### src/rtl/alu_pkg.sv
`default_nettype none
// ============================================================================
// Module   : alu_pkg
// Purpose  : Shared opcodes, sequencer state encoding and timer sizing helper.
// Revision : 1.0
// ============================================================================
package alu_pkg;

  localparam int DEFAULT_DATA_WIDTH = 8;

  localparam logic [7:0] OP_ADD = 8'h20;
  localparam logic [7:0] OP_SUB = 8'h22;
  localparam logic [7:0] OP_AND = 8'h24;
  localparam logic [7:0] OP_OR  = 8'h25;
  localparam logic [7:0] OP_XOR = 8'h26;
  localparam logic [7:0] OP_SRA = 8'h03;
  localparam logic [7:0] OP_SRL = 8'h02;
  localparam logic [7:0] OP_NOR = 8'h27;

  typedef logic [2:0] state_t;

  localparam state_t ST_IDLE    = 3'd0;
  localparam state_t ST_WAIT_B  = 3'd1;
  localparam state_t ST_WAIT_OP = 3'd2;
  localparam state_t ST_EXEC    = 3'd3;
  localparam state_t ST_WAIT_TX = 3'd4;

  // A disabled timeout (0 cycles) still needs a 1-bit counter to stay legal.
  function automatic int timer_width(input int cycles);
    return (cycles > 0) ? $clog2(cycles + 1) : 1;
  endfunction

endpackage
`default_nettype wire

### src/rtl/frame_timer.sv
`default_nettype none
// ============================================================================
// Module   : frame_timer
// Purpose  : Loadable saturating down-counter flagging inter-byte timeout.
// Revision : 1.0
// ============================================================================
module frame_timer
  import alu_pkg::*;
#(
  parameter int LOAD_VALUE = 16
) (
  input  logic clk,
  input  logic reset,
  input  logic load,
  input  logic count_en,
  output logic expired
);

  localparam int CNT_W = timer_width(LOAD_VALUE);

  logic [CNT_W-1:0] r_count;

  always_ff @(posedge clk or posedge reset) begin
    if (reset) begin
      r_count <= '0;
    end else if (load) begin
      r_count <= CNT_W'(LOAD_VALUE);
    end else if (count_en) begin
      if (r_count != '0) r_count <= r_count - 1'b1;
    end else begin
      r_count <= '0;
    end
  end

  // Reaching zero means LOAD_VALUE idle cycles have already elapsed.
  assign expired = (LOAD_VALUE != 0) && count_en && (r_count == '0);

endmodule
`default_nettype wire

### src/rtl/alu_uart_sequencer.sv
`default_nettype none
// ============================================================================
// Module   : alu_uart_sequencer
// Purpose  : Collects A/B/opcode bytes from UART, feeds ALU, sends result.
// Revision : 1.0
// ============================================================================
module alu_uart_sequencer
  import alu_pkg::*;
#(
  parameter int DATA_WIDTH     = DEFAULT_DATA_WIDTH,
  parameter int TIMEOUT_CYCLES = 50_000_000
) (
  input  logic                  clk,
  input  logic                  reset,
  input  logic                  rx_done_tick,
  input  logic [DATA_WIDTH-1:0] rx_data,
  input  logic                  tx_done_tick,
  input  logic [DATA_WIDTH-1:0] alu_result,
  output logic [DATA_WIDTH-1:0] alu_a,
  output logic [DATA_WIDTH-1:0] alu_b,
  output logic [DATA_WIDTH-1:0] alu_op,
  output logic                  tx_start,
  output logic [DATA_WIDTH-1:0] tx_data,
  output logic                  busy,
  output logic                  frame_error,
  output logic                  overrun
);

  state_t r_state;
  logic   w_in_frame;
  logic   w_accept;
  logic   w_load;
  logic   w_expired;

  assign w_in_frame = (r_state == ST_WAIT_B) || (r_state == ST_WAIT_OP);
  assign w_accept   = rx_done_tick && ((r_state == ST_IDLE) || w_in_frame);
  // Reload whenever a byte moves us into (or onward within) a timed state.
  assign w_load     = w_accept && (r_state != ST_WAIT_OP);

  frame_timer #(
    .LOAD_VALUE (TIMEOUT_CYCLES)
  ) u_frame_timer (
    .clk      (clk),
    .reset    (reset),
    .load     (w_load),
    .count_en (w_in_frame),
    .expired  (w_expired)
  );

  always_ff @(posedge clk or posedge reset) begin
    if (reset) begin
      r_state     <= ST_IDLE;
      alu_a       <= '0;
      alu_b       <= '0;
      alu_op      <= '0;
      tx_start    <= 1'b0;
      tx_data     <= '0;
      frame_error <= 1'b0;
      overrun     <= 1'b0;
    end else begin
      tx_start    <= 1'b0;
      frame_error <= 1'b0;
      case (r_state)
        ST_IDLE: begin
          if (rx_done_tick) begin
            alu_a   <= rx_data;
            overrun <= 1'b0;
            r_state <= ST_WAIT_B;
          end
        end
        ST_WAIT_B: begin
          if (rx_done_tick) begin
            alu_b   <= rx_data;
            r_state <= ST_WAIT_OP;
          end else if (w_expired) begin
            frame_error <= 1'b1;
            r_state     <= ST_IDLE;
          end
        end
        ST_WAIT_OP: begin
          if (rx_done_tick) begin
            alu_op  <= rx_data;
            r_state <= ST_EXEC;
          end else if (w_expired) begin
            frame_error <= 1'b1;
            r_state     <= ST_IDLE;
          end
        end
        ST_EXEC: begin
          tx_data  <= alu_result;
          tx_start <= 1'b1;
          r_state  <= ST_WAIT_TX;
          if (rx_done_tick) overrun <= 1'b1;
        end
        ST_WAIT_TX: begin
          if (rx_done_tick) overrun <= 1'b1;
          // A done strobe coincident with our own start belongs to a prior byte.
          if (tx_done_tick && !tx_start) r_state <= ST_IDLE;
        end
        default: r_state <= ST_IDLE;
      endcase
    end
  end

  assign busy = (r_state != ST_IDLE);

endmodule
`default_nettype wire

### config.mk
export PLATFORM = sky130hd
export DESIGN_NAME = alu_uart_sequencer
export DESIGN_NICKNAME = d
export VERILOG_FILES = /design/src/rtl/alu_pkg.sv /design/src/rtl/frame_timer.sv /design/src/rtl/alu_uart_sequencer.sv
export SDC_FILE = /design/constraint.sdc
export NUM_CORES = 1
export LEC_CHECK = 0
export BUFFER_PORTS_ARGS = -buffer_cell sky130_fd_sc_hd__clkbuf_2
export CORE_AREA = 3 3 81 83
export CTS_CLUSTER_DIAMETER = 60
export DETAILED_ROUTE_END_ITERATION = 10
export DIE_AREA = 0 0 84 86
export PLACE_DENSITY_LB_ADDON = 0.2
export SYNTH_ARGS = -nofsm -noshare
export SYNTH_HDL_FRONTEND = slang
export SYNTH_SLANG_ARGS = --single-unit
### constraint.sdc
create_clock -name clk -period 2.6 [get_ports clk]
set_input_delay 0.13 -clock clk [delete_from_list [all_inputs] [get_ports clk]]
set_output_delay 0.13 -clock clk [all_outputs]
set_load 0.03 [all_outputs]
==> results.sh, run 1 <==
export IMPL_drv_cap=0
export IMPL_detailed_place_hpwl_um=4550
export IMPL_avgRoutedWirePerCell_um=15.6
export IMPL_skew_ns=0.00889
export IMPL_synthArstFlopShare=1.00
export IMPL_htree_levels=3
export IMPL_synthesis_area_um2=2940
export IMPL_synth_common_cells="dfrtp_1 (64), nand2_1 (40), mux2_2 (24), or3_1 (12)"
export IMPL_path_clk_slew_ns=0.08
export IMPL_ir_worst_vdd_uv=838
export IMPL_finalWirelength_um=6640
export IMPL_post_route_period_util=0.882
export IMPL_whs_path_depth=2
export IMPL_placed_area_um2=3340
export IMPL_critPathKind="flop to flop"
export IMPL_numClockSinks=64
export IMPL_rsz0062_at_grt="false"
export IMPL_yosysMostFrequentCell="dfrtp_1"
export IMPL_synth_distinct_cells=41
export IMPL_cts_tree="built"
export IMPL_critPathArrivalTime_ns=2.50
export IMPL_ys_warn_count=0
export IMPL_grt_pass1_wl_um=11400
export IMPL_post_synth_cell_area_avg_um2=10.9
export IMPL_gp_congestion=0.829
export IMPL_nets=365
export IMPL_worst_pin_slew_ns=0.631
export IMPL_drt_antenna_violating_nets=0
export IMPL_start_kind="flop"
export IMPL_chipWidth_um=84
export IMPL_synth_largest_area_cell="dfrtp_1"
export IMPL_fin_crit_ns=2.29
export IMPL_drc=0
export IMPL_clk_latency_ns=0.34
export IMPL_syn_to_final_growth_pct=23.2
export IMPL_reg2reg_from="u_frame_timer.r_count[2]$_DFFE_PP0P_"
export IMPL_yosysTopAreaCellShare=0.545
export IMPL_grt_ovfl_total=0
export IMPL_clockBufferDepth=2
export IMPL_finalInstanceArea_um2=3620
export IMPL_dieArea_um2=7220
export IMPL_syn_inst=270
export IMPL_hold_violations=0
export IMPL_setup_viol=0
export IMPL_drt_initial_drc_count=211
export IMPL_worstPathMaxFanout=8
export IMPL_cts_root_buf="clkbuf_8"
export IMPL_via_count=2346
export IMPL_power_leakage_nw=1.67
export IMPL_endpoint_kind="flop"
export IMPL_grt_max_degree=37
export IMPL_numPortBuffers=55
export IMPL_reg2reg_slack_ns=0.31
export IMPL_fp_row_count=28
export IMPL_grt_pass1_vias=2309
export IMPL_synthTopCellsByArea="dfrtp_1 (54%), mux2_2 (9.2%), nand2_1 (5.1%)"
export IMPL_cts_resized=0
export IMPL_ys_seq_area_frac=0.545
export IMPL_status="completed"
export IMPL_holdPathEnd="alu_b[0]$_DFFE_PP0P_"
export IMPL_fp_dieH_um=86
export IMPL_synth_ff_type="dfrtp_1"
export IMPL_viasPerCell=5.53
export IMPL_setup_tns_ns=0
export IMPL_power_density_nw_per_um2=1420
export IMPL_dr_pass1_iters=4
export IMPL_synth_edf_count=0
export IMPL_ys_ff_latch=64
export IMPL_relSlewSlack=0.579
export IMPL_rr_endpoint="u_frame_timer.r_count[15]$_DFFE_PP0P_"
export IMPL_slew_viol_final=0
export IMPL_layout_drive_gt1_share=0.330
export IMPL_crit_start="u_frame_timer.r_count[2]$_DFFE_PP0P_"
export IMPL_core_area_um2=5920
export IMPL_reg2reg_depth=5
export IMPL_n_antenna_cell=0
export IMPL_cts_buffers=9
export IMPL_hp_class="primary input to flop"
export IMPL_grt_antenna_before_repair=0
export IMPL_required_ns=2.81
export IMPL_start_util=0.496
export IMPL_total_power_mw=5.14
export IMPL_grt_usage=0.198
export IMPL_hold_start="rx_data[0]"
export IMPL_clock_fmax_mhz=436
export IMPL_ioPinCount=56
export IMPL_syn_num_nets=291
## flip-flops by register name, summed over array words and instances, names as in the netlist
signal	flops
u_frame_timer.r_count	26
tx_start	1
r_state	3
alu_op	8
tx_data	8
alu_b	8
frame_error	1
alu_a	8
overrun	1
## worst max-delay path, stage by stage (launching register included)
cell and delay, ns:
dfrtp_1 0.44, or4_4 0.57, or3_1 0.51, or3_4 0.39
a31oi_1 0.16, o41ai_1 0.09
## report_power, final
group          internal (mW)  total, mW  leakage [nW]  switching (mW)
clock                  0.444      0.853         0.103           0.409
sequential              1.45       1.80         0.795           0.348
combinational          0.906       2.49         0.774            1.58
## logic make-up after synthesis
| logic type | after synthesis | synth area share |
|---|---|---|
| buffers and inverters | 18 | 0.0281 |
| AND/OR/NAND/NOR | 105 | 0.197 |
| AO/OA/AOI/OAI | 47 | 0.101 |
| flip-flops | 64 | 0.545 |
| adder cells (fa/ha/maj) | 1 | 0.00426 |
| XOR/XNOR | 11 | 0.0328 |
| multiplexers | 24 | 0.0920 |
## timing repair
item | CTS | global route
hold buffers | 9 | 0
setup buffers | 0 | 0
hold endpoints to repair | 36 | 0
## stage by stage
| stage | std cells | utilization | hold WS (ns) | setup WS [ns] |
|---|---|---|---|---|
| finish | 424 | 0.612 | 0.0475 | 0.308 |
| global route | 424 | 0.612 | 0.0400 | 0.151 |
| CTS | 424 | 0.612 | 0.0363 | 0.320 |
| detailed placement | 399 | 0.563 | 0.240 | 0.344 |
| global placement | 399 | 0.563 | 0.232 | 0.377 |
| floorplan | 270 | - | 0.201 | 0.451 |
## worst max path at each step
| stage | to | slack [ns] | cells after the start |
|---|---|---|---|
| floorplan | u_frame_timer.r_count[13]$_DFFE_PP0P_ | 0.45 | 6 |
| global placement | u_frame_timer.r_count[15]$_DFFE_PP0P_ | 0.38 | 5 |
| detailed placement | u_frame_timer.r_count[13]$_DFFE_PP0P_ | 0.34 | 5 |
| CTS | u_frame_timer.r_count[15]$_DFFE_PP0P_ | 0.32 | 5 |
| global route | u_frame_timer.r_count[13]$_DFFE_PP0P_ | 0.15 | 4 |
| finish | u_frame_timer.r_count[15]$_DFFE_PP0P_ | 0.31 | 5 |
## layout make-up
cell class / instances / area (um^2)
multi-input combinational: 188 / 1250
timing repair buffer: 73 / 445
clock buffer: 9 / 124
tap: 75 / 93.8
clock inverter: 7 / 71.3
fill: 500 / 2300
inverter: 8 / 30.0
sequential: 64 / 1600
## layer usage
layer / up-vias / routed length, um / GRT usage
li1: 1138 / - / -
met4: 0 / 92 / 0.0673
met5: - / 0 / 0
met2: 79 / 3110 / 0.301
met3: 8 / 393 / 0.0605
met1: 1121 / 3040 / 0.272
## layout by cell type (no fill, tap or decap), drive strengths merged, types with 9 or more instances in the layout
cell         instances
a21oi               11
buf                  9
clkbuf              64
dfrtp               64
dlygate4sd3          9
mux2                24
nand2               40
nor2                11
o21ai               13
or3                 13
xnor2               10
(Power assumes the default switching activity.)
==> run 2, diff against run 1 <==
ABC_AREA = 1   (was unset)
CORE_AREA = 3 3 85 87   (was 3 3 81 83)
DIE_AREA = 0 0 88 90   (was 0 0 84 86)
==> run 2 against run 1 <==
  * Combinational power grew 2%
  * Clock-buffer cell count up 1
  * Wire length increased by 13%
  * First-iteration DRC count decreased by 28%
  * Critical path type unchanged
  * Largest power group unchanged
  * Highest routed layer unchanged
==> results.sh, run 2 <==
export IMPL_synth_edf_count=0
export IMPL_fin_cells=566
export IMPL_reg2reg_slack_ns=0.68
export IMPL_drt_initial_drc_count=152
export IMPL_hp_class="primary input to flop"
export IMPL_grt_pass1_vias=2826
export IMPL_gp_congestion=0.869
export IMPL_path_clk_slew_ns=0.07
export IMPL_clk_latency_ns=0.34
export IMPL_layout_commonest_cell="nand2_1"
export IMPL_synthArstFlopShare=1.00
export IMPL_synth_common_cells="nand2_1 (123), dfrtp_1 (64), nor2_1 (54), inv_1 (49), o21ai_0 (37)"
export IMPL_largest_reg_flops=26
export IMPL_ys_warn_count=0
export IMPL_grt_pass1_wl_um=13000
export IMPL_drv_cap=0
export IMPL_ys_seq_area_frac=0.499
export IMPL_start_kind="flop"
export IMPL_setup_viol=0
export IMPL_hold_start="rx_data[1]"
export IMPL_placed_area_um2=3560
export IMPL_synthMuxAreaShare=0
export IMPL_power_switching_mw=2.52
export IMPL_synth_largest_area_cell="dfrtp_1"
export IMPL_clock_fmax_mhz=520
export IMPL_post_route_period_util=0.740
export IMPL_synth_ff_type="dfrtp_1"
export IMPL_fillers=571
export IMPL_synth_top_family_by_area="simple AND/OR/NAND/NOR gates"
export IMPL_seqCellArea_um2=1600
export IMPL_rr_endpoint="u_frame_timer.r_count[14]$_DFFE_PP0P_"
export IMPL_p_int_mw=2.61
export IMPL_avgRoutedWirePerCell_um=13.3
export IMPL_required_ns=2.84
export IMPL_yosysMostFrequentCell="nand2_1"
export IMPL_ir_worst_vdd_uv=733
export IMPL_slew_viol_final=0
export IMPL_numPortBuffers=55
export IMPL_relSlewSlack=0.556
export IMPL_core_area_um2=6420
export IMPL_drc=0
export IMPL_via_count=2877
export IMPL_power_leakage_nw=2.07
export IMPL_syn_num_nets=437
export IMPL_ioPinCount=56
export IMPL_netSwitchingFraction=0.492
export IMPL_n_antenna_cell=0
export IMPL_synth_compound_area_share=0.0776
export IMPL_grt_usage=0.207
export IMPL_dr_pass1_iters=4
export IMPL_synthXorXnorAreaFrac=0.0164
export IMPL_post_synth_cell_area_avg_um2=7.72
export IMPL_critPathArrivalTime_ns=2.16
export IMPL_place_inst=541
export IMPL_clkPwrFrac=0.170
export IMPL_hold_violations=0
export IMPL_drt_antenna_violating_nets=0
export IMPL_fp_row_count=29
export IMPL_status="completed"
export IMPL_htree_levels=3
export IMPL_dieArea_um2=7920
export IMPL_worstPathMaxFanout=12
export IMPL_crit_family="simple AND/OR/NAND/NOR gates"
export IMPL_grt_ovfl_total=0
export IMPL_top_register="u_frame_timer.r_count"
export IMPL_syn_inst=416
export IMPL_cts_root_buf="clkbuf_8"
export IMPL_finalInstanceArea_um2=3850
export IMPL_whs_path_depth=3
export IMPL_rsz0062_at_grt="false"
export IMPL_clockBufferDepth=2
export IMPL_p_comb_frac=0.492
export IMPL_cp_slowest_cell="dfrtp_1"
export IMPL_synthesis_area_um2=3210
export IMPL_cts_buffers=9
export IMPL_crit_buf_inv=4
export IMPL_reg2reg_from="u_frame_timer.r_count[0]$_DFFE_PP0P_"
export IMPL_worstPathCellList="inv_1, ha_1, nand2_4, clkinv_4, nand2_4, nor2_4, nand3_4, nor2_4, inv_1, nand2_1, inv_1"
export IMPL_grt_max_degree=36
export IMPL_holdPathEnd="alu_b[1]$_DFFE_PP0P_"
export IMPL_setup_tns_ns=0
export IMPL_reg2reg_depth=11
export IMPL_postCtsSetupRepairBufs=0
export IMPL_numClockSinks=64
export IMPL_endpoint_kind="flop"
export IMPL_path_common_cell="inv_1"
export IMPL_fin_crit_ns=1.92
export IMPL_yosys_area_share_simple=0.324
export IMPL_multi_input_area_um2=1350
export IMPL_skew_ns=0.00655
export IMPL_worst_pin_slew_ns=0.666
export IMPL_fp_dieH_um=90
export IMPL_cp_slowest_stage_delay_ns=0.40
export IMPL_finalWirelength_um=7510
export IMPL_synth_distinct_cells=31
export IMPL_layout_drive_gt1_share=0.192
export IMPL_power_density_nw_per_um2=1330
export IMPL_yosysTopAreaCellShare=0.499
export IMPL_most_common_layout_cells="nand2_1 (123), dfrtp_1 (64), clkbuf_2 (55)"
export IMPL_viasPerCell=5.08
export IMPL_chipWidth_um=88
export IMPL_start_util=0.500
export IMPL_nets=505
export IMPL_synthTopCellsByArea="dfrtp_1 (50%), nand2_1 (14%), nor2_1 (6.3%)"
export IMPL_ys_ff_latch=64
export IMPL_critPathKind="flop to flop"
export IMPL_synthAdderAreaFrac=0.00390
export IMPL_p_seq_frac=0.338
export IMPL_cts_tree="built"
export IMPL_syn_to_final_growth_pct=20.1
export IMPL_grt_antenna_before_repair=0
export IMPL_detailed_place_hpwl_um=5420
run 2: cell count changes after synthesis, moves of 5 or more:
| cell | before | now |
|---|---|---|
| nor2_1 | 11 | 54 |
| inv_1 | 7 | 49 |
| a31oi_1 | 6 | 0 |
| mux2_2 | 24 | 0 |
| nand4_1 | 0 | 10 |
| or3_1 | 12 | 0 |
| a21oi_1 | 11 | 4 |
| or4_1 | 7 | 0 |
| nand3_1 | 3 | 28 |
| nand2_1 | 40 | 123 |
| o41ai_1 | 5 | 0 |
| o21ai_0 | 10 | 37 |
| nand2_2 | 0 | 6 |
| xnor2_1 | 10 | 1 |
run 2: timing repair:
item,in CTS,in global routing
hold buffers,9,0
hold endpoints to repair,37,0
resized for setup,0,0
run 2: power by group through the flow:
stage                     sequential (mW)  clock (mW)  combinational (mW)
after CTS                            1.73       0.894                2.54
after floorplan                      2.16           0                1.44
after global placement               1.73           0                2.48
final                                1.74       0.871                2.53
after detailed placement             1.74           0                2.52
after global routing                 1.79       0.938                2.84
run 2: how the worst max path moves through the flow:
stage,startpoint,to,slack (ns),cells past startpoint
after detailed placement,u_frame_timer.r_count[0]$_DFFE_PP0P_,u_frame_timer.r_count[14]$_DFFE_PP0P_,0.70,11
after global routing,u_frame_timer.r_count[0]$_DFFE_PP0P_,u_frame_timer.r_count[14]$_DFFE_PP0P_,0.49,11
after global placement,u_frame_timer.r_count[0]$_DFFE_PP0P_,u_frame_timer.r_count[14]$_DFFE_PP0P_,0.75,11
final,u_frame_timer.r_count[0]$_DFFE_PP0P_,u_frame_timer.r_count[14]$_DFFE_PP0P_,0.68,11
after floorplan,reset,alu_a[0]$_DFFE_PP0P_,0.87,1
after CTS,u_frame_timer.r_count[0]$_DFFE_PP0P_,u_frame_timer.r_count[14]$_DFFE_PP0P_,0.69,11
run 2: worst reg2reg max path, cell delays in order, from the launching register on:
cell and delay, ns:
dfrtp_1 0.40, inv_1 0.10, ha_1 0.28, nand2_4 0.11, clkinv_4 0.08, nand2_4 0.06, nor2_4 0.13, nand3_4 0.14
nor2_4 0.32, inv_1 0.10, nand2_1 0.07, inv_1 0.03
run 2: layout make-up:
type                            count  area share
Clock buffer                       10      0.0357
Clock inverter                      6      0.0179
Inverter                           53      0.0529
Multi-Input combinational cell    290       0.351
Sequential cell                    64       0.415
Tap cell                           77      0.0250
Timing Repair Buffer               66       0.102
run 2: metal layers:
layer	wire [um]	vias to the layer above	track usage
met5	0	-	0
met4	172	0	0.0921
met3	488	15	0.0567
met2	3530	85	0.315
met1	3320	1338	0.275
li1	-	1439	-
run 2: cell families after synthesis:
family / Yosys count
AO/OA/AOI/OAI: 47
XOR/XNOR: 6
adder cells (fa/ha/maj): 1
buffers and inverters: 62
flip-flops: 64
AND/OR/NAND/NOR: 236
run 2: metrics by stage:
step,setup WS [ns],total power [mW],hold WS (ns),utilization
floorplan,0.872,3.60,0.202,-
global placement,0.754,4.21,0.257,0.554
detailed placement,0.697,4.26,0.260,0.554
CTS,0.693,5.17,0.0332,0.600
global route,0.490,5.57,0.0609,0.600
finish,0.677,5.13,0.0450,0.600
